--- src/rtl/sh_sync_pkg.sv ---
// ---------------------------------------------------------------------------
// sh_sync_pkg
// Shared types and default timing constants for the OOK bit-slot timing
// generator (sh_sync) and its input conditioning.
// ---------------------------------------------------------------------------
package sh_sync_pkg;

  // Operating state of the slot timer.
  typedef enum logic [1:0] {
    IDLE     = 2'd0,
    RX_ACQ   = 2'd1,
    RX_TRACK = 2'd2,
    TX       = 2'd3
  } state_t;

  // Defaults for a 10 MHz clock and a 1 ms bit slot.
  localparam int CLK_PER_BIT = 10000;  // clocks per bit slot
  localparam int SAMPLE_CNT  = 5000;   // slot-counter value of the receive strobe

endpackage : sh_sync_pkg

--- src/rtl/sync_edge_det.sv ---
// ---------------------------------------------------------------------------
// sync_edge_det
// Two-flop synchronizer for an asynchronous input followed by an edge
// register; flags a rising edge of the synchronized signal for one cycle.
//
// Ports:
//   clk   in  1  clock, rising edge
//   rst   in  1  asynchronous active-low reset
//   din   in  1  asynchronous input
//   rise  out 1  high for one cycle when the synchronized input goes 0->1
// ---------------------------------------------------------------------------
module sync_edge_det (
  input  logic clk,
  input  logic rst,
  input  logic din,
  output logic rise
);

  logic sync_q1;
  logic sync_q2;
  logic edge_q;

  // NOTE: sequential state uses non-blocking assignments so every flop
  // samples the pre-edge value of its neighbour; a blocking chain here
  // would collapse the synchronizer into a single stage.
  always_ff @(posedge clk or negedge rst) begin
    if (!rst) begin
      sync_q1 <= 1'b0;
      sync_q2 <= 1'b0;
      edge_q  <= 1'b0;
    end else begin
      sync_q1 <= din;      // may go metastable; never used outside this chain
      sync_q2 <= sync_q1;
      edge_q  <= sync_q2;
    end
  end

  assign rise = sync_q2 & ~edge_q;

endmodule : sync_edge_det

--- src/rtl/sh_sync.sv ---
// ---------------------------------------------------------------------------
// sh_sync
// Bit-slot timing generator for the OOK shift path. In receive mode the slot
// phase is recovered from rfin pulses and sh_en fires at the sample point of
// every slot; in transmit mode the slot timer free-runs and sh_en fires on
// every slot wrap.
//
// Parameters:
//   CLK_PER_BIT  clocks per bit slot
//   SAMPLE_CNT   counter value (from the aligning edge) of the receive strobe
//   CNT_W        slot-counter width, must hold CLK_PER_BIT-1
//
// Ports:
//   clk     in  1  clock, rising edge
//   rst     in  1  asynchronous active-low reset
//   rfin    in  1  asynchronous RF pulse input
//   RX      in  1  receive-mode select (highest priority)
//   tx_rdy  in  1  transmit-mode request, honoured while RX=0
//   sh_en   out 1  registered single-cycle shift strobe
// ---------------------------------------------------------------------------
module sh_sync #(
  parameter int CLK_PER_BIT = sh_sync_pkg::CLK_PER_BIT,
  parameter int SAMPLE_CNT  = sh_sync_pkg::SAMPLE_CNT,
  parameter int CNT_W       = 14
) (
  input  logic clk,
  input  logic rst,
  input  logic rfin,
  input  logic RX,
  input  logic tx_rdy,
  output logic sh_en
);

  import sh_sync_pkg::*;

  localparam logic [CNT_W-1:0] CNT_LAST   = CNT_W'(CLK_PER_BIT - 1);
  localparam logic [CNT_W-1:0] CNT_SAMPLE = CNT_W'(SAMPLE_CNT);

  state_t           state;
  state_t           mode_req;
  logic             mode_chg;
  logic [CNT_W-1:0] cnt;
  logic             seen;   // a realigning edge was taken in the current slot
  logic             rise;

  sync_edge_det u_sync_edge_det (
    .clk  (clk),
    .rst  (rst),
    .din  (rfin),
    .rise (rise)
  );

  // Requested mode from the select inputs. Both receive states map onto
  // themselves so that the ACQ->TRACK step is not seen as a mode change.
  // NOTE: every branch assigns mode_req; a missing path in a combinational
  // block would infer a latch.
  always_comb begin
    if (RX) begin
      mode_req = (state == RX_ACQ || state == RX_TRACK) ? state : RX_ACQ;
    end else if (tx_rdy) begin
      mode_req = TX;
    end else begin
      mode_req = IDLE;
    end
  end

  assign mode_chg = (mode_req != state);

  always_ff @(posedge clk or negedge rst) begin
    if (!rst) begin
      state <= IDLE;
      cnt   <= '0;
      seen  <= 1'b0;
      sh_en <= 1'b0;
    end else begin
      sh_en <= 1'b0;
      if (mode_chg) begin
        // Any mode switch discards the slot phase; no strobe this cycle.
        state <= mode_req;
        cnt   <= '0;
        seen  <= 1'b0;
      end else begin
        unique case (state)
          IDLE: begin
            cnt <= '0;
          end
          RX_ACQ: begin
            // Counter stays at 0 until the first pulse fixes the phase.
            if (rise) begin
              cnt   <= '0;
              seen  <= 1'b1;
              state <= RX_TRACK;
            end
          end
          RX_TRACK: begin
            if (rise && !seen) begin
              // Realignment takes precedence over a coincident sample point.
              cnt  <= '0;
              seen <= 1'b1;
            end else begin
              cnt <= (cnt == CNT_LAST) ? '0 : cnt + CNT_W'(1);
              if (cnt == CNT_SAMPLE) begin
                sh_en <= 1'b1;
                seen  <= 1'b0;
              end
            end
          end
          TX: begin
            if (cnt == CNT_LAST) begin
              cnt   <= '0;
              sh_en <= 1'b1;
            end else begin
              cnt <= cnt + CNT_W'(1);
            end
          end
        endcase
      end
    end
  end

endmodule : sh_sync

--- config.mk ---
export PLATFORM = sky130hd
export DESIGN_NAME = sh_sync
export DESIGN_NICKNAME = d
export VERILOG_FILES = /design/src/rtl/sh_sync_pkg.sv /design/src/rtl/sync_edge_det.sv /design/src/rtl/sh_sync.sv
export SDC_FILE = /design/constraint.sdc
export NUM_CORES = 1
export LEC_CHECK = 0
export ABC_AREA = 1
export CORE_MARGIN = 2
export CORE_UTILIZATION = 46
export DETAILED_ROUTE_END_ITERATION = 6
export PLACE_DENSITY = 0.66
export SYNTH_ARGS = -nofsm -noshare
export SYNTH_HDL_FRONTEND = slang
export SYNTH_SLANG_ARGS = --single-unit
--- constraint.sdc ---
create_clock -name clk -period 1.4 [get_ports clk]
set_clock_uncertainty 0.05 [all_clocks]
set_input_delay 0.14 -clock clk [delete_from_list [all_inputs] [get_ports clk]]
set_output_delay 0.14 -clock clk [all_outputs]
set_load 0.005 [all_outputs]
# After elaboration in Yosys (flattened, before gate mapping)
# Index checks and enable logic that the tools add are counted.
[op_classes]
mux = 21
addsub = 1
n_lt_le_gt_ge = 0
eq_ne = 8
multipliers = 0
n_reduce_logical = 9
shift = 0
div = 0
bitwise = 2
[ops]
columns = ["cell", "n"]
rows = [
  ["two-way mux 14 bit", 4],
  ["case mux 14 bit (4 select lines)", 1],
  ["adder 14 x 1 -> 14 bit (second input constant)", 1],
  ["== test 14 x 13 -> 1 bit (second input constant)", 1],
  ["== test 14 bit (second input constant)", 1],
  ["two-way mux 2 bit", 6],
  ["two-way mux 1 bit", 8],
  ["== test 2 bit (second input constant)", 2],
  ["!= test 4 x 2 -> 1 bit (second input constant)", 1],
  ["case mux 1 bit (2 select lines)", 2],
  ["nonzero test 2 bit", 2],
  ["!= test 3 bit (second input constant)", 1],
  ["AND reduction 3 bit", 1],
  ["nonzero test 3 bit", 1],
  ["== test 2 x 1 -> 1 bit (second input constant)", 1],
  ["zero test 2 bit", 1],
  ["!= test 2 bit", 1],
  ["AND reduction 2 bit", 1],
  ["bitwise AND 1 bit", 1],
  ["logical AND 1 bit", 1],
  ["zero test 1 bit", 1],
  ["logical OR 1 bit", 1],
  ["inverter 1 bit", 1],
]
[word_totals]
ff_bits = 21
mem_bits_rw = 0
latch_bits = 0
word_cells = 48
n_memories = 0
inputBits = 5
rom_bits = 0

# Longest topological paths before layout
# Gate-level depths: netlist of run 1.
[depth]
depth_word = 7
ltp_mapped = 10

# Hierarchy
# From an unflattened synthesis of run 1, not the netlist that was laid out.
[hier_totals]
cells_unflattened = 210
area_unflattened_um2 = 1441.4
[by_module_without_submodules]
columns = ["mod", "cells_per_inst", "seq_area_each_um2", "instances", "area_each_um2"]
rows = [
  ["sh_sync", 205, 450.4, 1, 1356.3],
  ["sync_edge_det", 5, 75.1, 1, 85.1],
]

# Least setup slack after synthesis of run 1
# OpenSTA, ideal clock, no wires.
[synth_path]
kind = "register to register"
from = "reg state[0]"
to = "reg cnt[11]"
path_buffers = 1
setup_slack_ps = 8
synth_period_minus_slack_ps = 1392
setup_time_ps = 114
t_arrival_ps = 1228
t_required_ps = 1236
stages_incl_launch_ff = 10
path_cell_list = "dfrtp_1 > nand2_2 > inv_2 > nor2_1 > nand2_4 > nand4_4 > buf_6 > nand4_1 > nand2_1 > nor2_1"
[synth_between]
elab_chain_cells = 6
elab_cells_between_ends = 11
classes_between = "5 x eq/ne; 4 x mux; 2 x reduce/logical"
[synth_rtl]
columns = ["item", "line", "rtl"]
rows = [
  ["from (decl)", "sh_sync.sv:39", "state_t state;"],
  ["from (signal assigned)", "sh_sync.sv:79", "state <= mode_req;"],
  ["== test 2 x 1 -> 1 bit or == test 2 bit (tied branches)", "sh_sync.sv:59, sh_sync.sv:83", ""],
  ["logical OR 1 bit", "sh_sync.sv:59", "mode_req = (state == RX_ACQ || state == RX_TRACK) ? state : RX_ACQ;"],
  ["two-way mux 2 bit", "sh_sync.sv:59", ""],
  ["two-way mux 2 bit", "sh_sync.sv:58", "if (RX) begin"],
  ["!= test 2 bit", "sh_sync.sv:67", "assign mode_chg = (mode_req != state);"],
  ["!= test 3 bit (no line) or two-way mux 14 bit (tied branches)", "--", ""],
  ["to (signal assigned)", "sh_sync.sv:101", "cnt <= (cnt == CNT_LAST) ? '0 : cnt + CNT_W'(1);"],
  ["to (signal assigned)", "sh_sync.sv:113", "cnt <= cnt + CNT_W'(1);"],
  ["to (decl)", "sh_sync.sv:42", "logic [CNT_W-1:0] cnt;"],
]
# Parallel ways exist; a longest one is shown, timed or not.
# A chain may end at the register's enable or synchronous reset.

# Worst setup path in the final report of run 1
[layout_path]
from = "reg cnt[1]"
to = "reg seen"
[layout_between]
elab_chain_cells = 3
[layout_rtl]
columns = ["item", "line", "rtl"]
rows = [
  ["== test 14 x 13 -> 1 bit", "sh_sync.sv:102", "if (cnt == CNT_SAMPLE) begin"],
  ["!= test 4 x 2 -> 1 bit (no line)", "--", ""],
  ["AND reduction 3 bit (no line)", "--", ""],
  ["to (signal assigned)", "sh_sync.sv:91", "seen <= 1'b1;"],
  ["to (signal assigned)", "sh_sync.sv:99", "seen <= 1'b1;"],
  ["to (signal assigned)", "sh_sync.sv:104", "seen <= 1'b0;"],
  ["to (decl)", "sh_sync.sv:43", "logic seen;"],
]
# No other way between the ends.

==> metrics.yaml, run 1 <==
status: "finished, violations left"
violations: "negative setup slack"
fin_area_um2: 2160
slew_headroom_pct: 80.8
r2r_end: "seen"
die_w_um: 59.6
synth_edf_count: 0
yosysMostFrequentCell: "nand2_1"
hold_violations: 0
rsz0062_at_grt: "yes"
path_max_fanout: 4
p_leak_uw: 0.00109
crit_family: "simple AND/OR/NAND/NOR gates"
drc_errors: 0
hpwl_mm: 2.81
ys_seq_elements: 21
grt_pass1_vias: 1518
diodes: 0
peakVddDrop_mv: 0.736
fin_ws_ns: -0.142
drv_slew: 0
period_needed_ns: 1.54
synthArstFlopShare_pct: 100
synth_area_um2: 1420
setup_viol: 18
yosysTopAreaCell: "dfrtp_1"
crit_path_frequent_cell: "nand2_1"
grt_pass1_wl_mm: 6.71
placed_area_um2: 1780
worst-r2r-setup-slack_ns: -0.14
antenna_found_initial: 0
tightest_slew_ns: 0.288
wl_mm: 4.58
synth_area_leaders: "dfrtp_1 (37%), nand2_1 (14%), inv_1 (8.5%), nand3_1 (8.1%), nor2_1 (7.4%)"
clk_latency_ns: 0.31
power_density_nw_per_um2: 1420
gp_congestion: 0.938
worst_setup_path_end_kind: "flop"
htreeDepth: 1
std_cell_rows: 20
cap_violations: 0
first_iter_violations: 93
ys_warn_count: 0
routedWlPerCell_um: 15.2
grt_overflow_total: 0
finalNetCount: 278
cts.sinks: 21
critPathSlowestCell: "dfrtp_2"
drive_gt1_share_pct: 46.8
synth-seq-area-share_pct: 37.0
synth_cells: 210
synth_flop_cell: "dfrtp_1"
dieHeight_um: 59.6
place_ws_ns: -0.388
synthTopCellsByCount: "nand2_1 (54), inv_1 (32), nor2_1 (28), nand3_1 (23), dfrtp_1 (21)"
vias: 1622
cpPeakStageDelay_ns: 0.47
coreArea_um2: 3000
crit_chain: "inv_1, ha_1, nand4_1, nor2_2, nand2_1, nand3_1, nand3_2, nand2_1, o21ai_1"
max_freq_ghz: 0.649
dieArea_um2: 3550
critical_path.startpoint_type: "flop"
viasPerCell: 5.37
syn_area_per_cell_um2: 6.77
cp.buffers_inverters: 1
ant_nets: 0
syn_to_final_growth_pct: 51.8
hold_path.class: "input pin to async pin"
drt_pass1_iterations: 6
start_util_pct: 47.3
reg2reg_from: "cnt[1]"
crit_type: "flop to flop"
numPortBuffers: 5
worstPathRequired_ns: 1.56
cp.arrival_ns: 1.70
pin_count: 6
synth_top_area_share_pct: 37.0
syn-num-nets: 218
cts_buffer_depth: 2
r2r_cells: 9
holdBufCountCts: 0
cts_tree: "done"
grt_max_degree: 22
timing.final.crit_share_pct: 110
numCtsBuffers: 3
synth_cell_types: 21
clk_pin_slew_ns: 0.12
root_buffer: "clkbuf_4"
track_usage_pct: 25.2
[repair_timing]
item | in CTS | in global routing
pin swaps | 16 | 28
gates resized for setup | 29 | 52
buffers inserted | 13 | 3
endpoints found under the setup margin | 18 | 19
[power by group]
part | switching [uW] | internal [uW] | total, uW
Sequential | 120 | 687 | 807
Clock | 189 | 107 | 296
Combinational | 1080 | 878 | 1960
[state kept, by name, summed over array words and instances, names as in the netlist]
name,count
cnt,14
state,2
seen,1
sh_en,1
u_sync_edge_det.edge_q,1
u_sync_edge_det.sync_q1,1
u_sync_edge_det.sync_q2,1
[worst max path at each step]
stage,startpoint,endpoint,slack [ns],depth (start not counted)
2_1_floorplan,state[0],cnt[11],0.008,9
3_3_place_gp,tx_rdy,cnt[10],-0.33,11
3_5_place_dp,tx_rdy,cnt[0],-0.39,9
4_1_cts,cnt[1],cnt[10],-0.05,8
5_1_grt,state[0],cnt[13],-0.22,10
6_report,cnt[1],seen,-0.14,9
[cells in the final DEF (no fill, tap or decap), types with 4 or more instances in the layout]
cell type	count
a21oi_2	4
buf_4	42
buf_6	8
clkdlybuf4s50_1	4
dfrtp_1	15
dfrtp_2	6
inv_1	25
inv_2	9
nand2_1	46
nand2_2	11
nand3_1	15
nand3_2	8
nand4_1	11
nor2_1	13
nor2_2	12
nor2_4	7
[kinds of logic (layout without fill, tap and decap cells)]
| logic type | after synthesis | in the layout | share of synthesized area, % |
|---|---|---|---|
| and+or+nand+nor | 131 | 131 | 43.0 |
| buffers and inverters | 39 | 98 | 10.9 |
| DFF | 21 | 21 | 37.0 |
| AOI/OAI and AO/OA | 15 | 15 | 5.90 |
| adders and majority gates | 3 | 3 | 2.64 |
| xor gates and xnor gates | 1 | 1 | 0.616 |
[per-layer routing]
layer	vias to the layer above	GRT usage (%)	wire [um]
met5	-	0	0
met4	0	8.89	109
met3	15	4.80	213
met2	62	42.5	2360
met1	755	32.0	1890
li1	790	-	-
[through the flow]
step	utilization [%]	instances	total power [uW]	setup TNS, ns	hold WS [ns]
floorplan	-	210	1510	0	-0.206
global placement	59.4	283	1950	-5.38	0.282
detailed placement	59.4	283	1980	-5.97	0.286
CTS	66.1	300	2590	-0.319	0.109
global route	71.8	302	3220	-2.61	0.125
finish	71.8	302	3070	-1.54	0.111
[worst reg2reg max path: stages (launching register included)]
cell and delay [ns]:
dfrtp_2 0.47, inv_1 0.09, ha_1 0.15, nand4_1 0.14, nor2_2 0.16, nand2_1 0.08
nand3_1 0.10, nand3_2 0.08, nand2_1 0.06, o21ai_1 0.06
[cell type report]
class	instances	area, um2
multi-input combinational	150	923
tap	33	41.3
sequential	21	533
fill	237	846
timing repair buffer	56	478
inverter	38	154
clock buffer	3	22.5
clock inverter	1	5.00
No activity file was read; power rests on OpenSTA's default activity.
==> run 2: changes to the inputs <==
SKIP_LAST_GASP = 1   (was not set)
==> run 2 against run 1 <==
Against the previous run: the run still ends with negative setup slack left; die area is the same; cell count is the same; register-to-register slack gained 0.02 ns; sequential power is essentially flat.
==> metrics.yaml, run 2 (synthesized netlist as in run 1, its figures left out) <==
drive_gt1_share_pct: 45.7  # -1.1 points
hold_violations: 0  # unchanged
numCtsBuffers: 3  # unchanged
layout_common_cells: "nand2_1 (47), buf_4 (42), inv_1 (25)"
drt_pass1_iterations: 5  # -1
r2r_cells: 9  # unchanged
cp-endpoint: "seen"
num-fill-cells: 237  # unchanged
coreArea_um2: 3000  # unchanged
max_freq_ghz: 0.655  # +1.0%
antenna_found_initial: 0  # unchanged
drc_errors: 0  # unchanged
setup_viol: 16  # -2
final_common_cell: "nand2_1"
diodes: 0  # unchanged
root_buffer: "clkbuf_4"
syn_to_final_growth_pct: 50.4
reg2reg_from: "state[0]"
finalNetCount: 278  # unchanged
crit_family: "flip-flops"
critPathSlowestCell: "dfrtp_2"
r2r_end: "seen"
period_needed_ns: 1.53  # -0.0155 ns
hpwl_mm: 2.81  # unchanged
start_util_pct: 47.3  # unchanged
viasPerCell: 5.30  # -1.4%
largest_register_ffs: 14  # unchanged
tightest_slew_ns: 0.289  # +0.00117 ns
ant_nets: 0  # unchanged
holdBufCountCts: 0  # unchanged
violations: "negative setup slack"
internal-power_uw: 1650  # -1.1%
drv_slew: 0  # unchanged
power_uw: 3030  # -1.1%
htreeDepth: 1  # unchanged
power_density_nw_per_um2: 1420  # -0.21%
std_cell_rows: 20  # unchanged
cap_violations: 0  # unchanged
dieArea_um2: 3550  # unchanged
crit_chain: "buf_6, nor2_4, buf_4, inv_1, nor2_1, nand3_1, nand3_2, nand2_1, o21ai_1"
fin_ws_ns: -0.126  # +0.0155 ns
path_max_fanout: 5  # +1
worst_setup_path_end_kind: "flop"
worstPathRequired_ns: 1.60  # +0.04 ns
first_iter_violations: 86  # -7.5%
seqPwrFrac_pct: 26.6  # +0.3 points
clk_pin_slew_ns: 0.11  # about the same
swShare_pct: 45.5  # about the same
finalSetupTns_ns: -1.33  # +0.209 ns
cts_buffer_depth: 2  # unchanged
p_leak_uw: 0.00108  # -0.79%
wl_mm: 4.52  # -1.3%
numPortBuffers: 5  # unchanged
dieHeight_um: 59.6  # unchanged
gp_congestion: 0.938  # unchanged
grt_pass1_vias: 1518  # unchanged
worst-path-stages: 9  # unchanged
track_usage_pct: 25.1  # -0.091 points
slew_headroom_pct: 80.7  # about the same
status: "finished, violations left"
vias: 1600  # -1.4%
place_ws_ns: -0.388  # unchanged
critical_path.startpoint_type: "flop"
worstSetupStartpoint: "state[0]"
dp.cells: 283  # unchanged
crit_type: "flop to flop"
grt_max_degree: 22  # unchanged
grt_pass1_wl_mm: 6.69  # -0.40%
timing.final.crit_share_pct: 109  # -1.1 points
cts_tree: "done"
rsz0062_at_grt: "yes"
regMostFlops: "cnt"
clkPwrFrac_pct: 9.8  # about the same
hold_path.class: "input pin to async pin"
pin_count: 6  # unchanged
cpPeakStageDelay_ns: 0.49  # +0.02 ns
final_cells: 302  # unchanged
die_w_um: 59.6  # unchanged
clk_latency_ns: 0.31  # about the same
worst-r2r-setup-slack_ns: -0.13  # +0.02 ns
combinationalPowerShare_pct: 63.5  # -0.5 points
cp.arrival_ns: 1.72  # +0.02 ns
top_regs: "cnt (14), state (2)"
netSwitchingPower_uw: 1380  # -1.0%
routedWlPerCell_um: 15.0  # -1.3%
cp.buffers_inverters: 3  # +2
peakVddDrop_mv: 0.721  # -2.1%
cts.sinks: 21  # unchanged
grt_overflow_total: 0  # unchanged
[run 2: cell types whose count changed in the layout (fill, tap and decap cells not counted), sizes merged]
cell	before	now
buf	51	50
clkbuf	3	4
[run 2: final cells by class]
type,count,area [um2],area share (%)
multi-input combinational,150,908,42.5
sequential,21,533,24.9
timing repair buffer,56,474,22.2
inverter,38,154,7.20
tap,33,41.3,1.93
clock buffer,3,22.5,1.05
clock inverter,1,5.00,0.234
[run 2: metrics by stage]
step / hold slack, ns / cell area [um2] / utilization (%)
final: 0.109 / 2140 / 71.2
after global placement: 0.282 / 1780 / 59.4
after CTS: 0.109 / 1980 / 65.9
after global routing: 0.126 / 2140 / 71.2
after floorplan: -0.206 / 1420 / -
after detailed placement: 0.286 / 1780 / 59.4
[run 2: worst min path at each step]
stage / from / end / slack [ns] / cells past startpoint
floorplan: rst / cnt[0] / -0.21 / 0
global placement: u_sync_edge_det.sync_q1 / u_sync_edge_det.sync_q2 / 0.28 / 0
detailed placement: u_sync_edge_det.sync_q1 / u_sync_edge_det.sync_q2 / 0.29 / 0
CTS: rst / cnt[5] / 0.11 / 2
global route: rst / sh_en / 0.13 / 2
finish: rst / sh_en / 0.11 / 2
[run 2: per-layer routing]
| metal | part of all wire [%] | track usage [%] | wire (um) |
|---|---|---|---|
| met2 | 51 | 42.4 | 2300 |
| met4 | 3.4 | 8.89 | 155 |
| met1 | 41 | 31.8 | 1850 |
| met5 | 0 | 0 | 0 |
| met3 | 4.7 | 4.80 | 214 |
[run 2: timing repair]
| item | in CTS | in global routing |
|---|---|---|
| endpoints found under the setup margin | 18 | 19 |
| buffers inserted | 13 | 3 |
| pin swaps | 16 | 23 |
| resized for setup | 26 | 49 |
[run 2: power by group through the flow]
stage          clock (uW)  sequential [uW]  combinational (uW)
3_5_place_dp            0              777                1200
6_report              298              807                1930
5_1_grt               333              821                2040
3_3_place_gp            0              775                1180
4_1_cts               305              778                1500
2_1_floorplan           0              767                 740
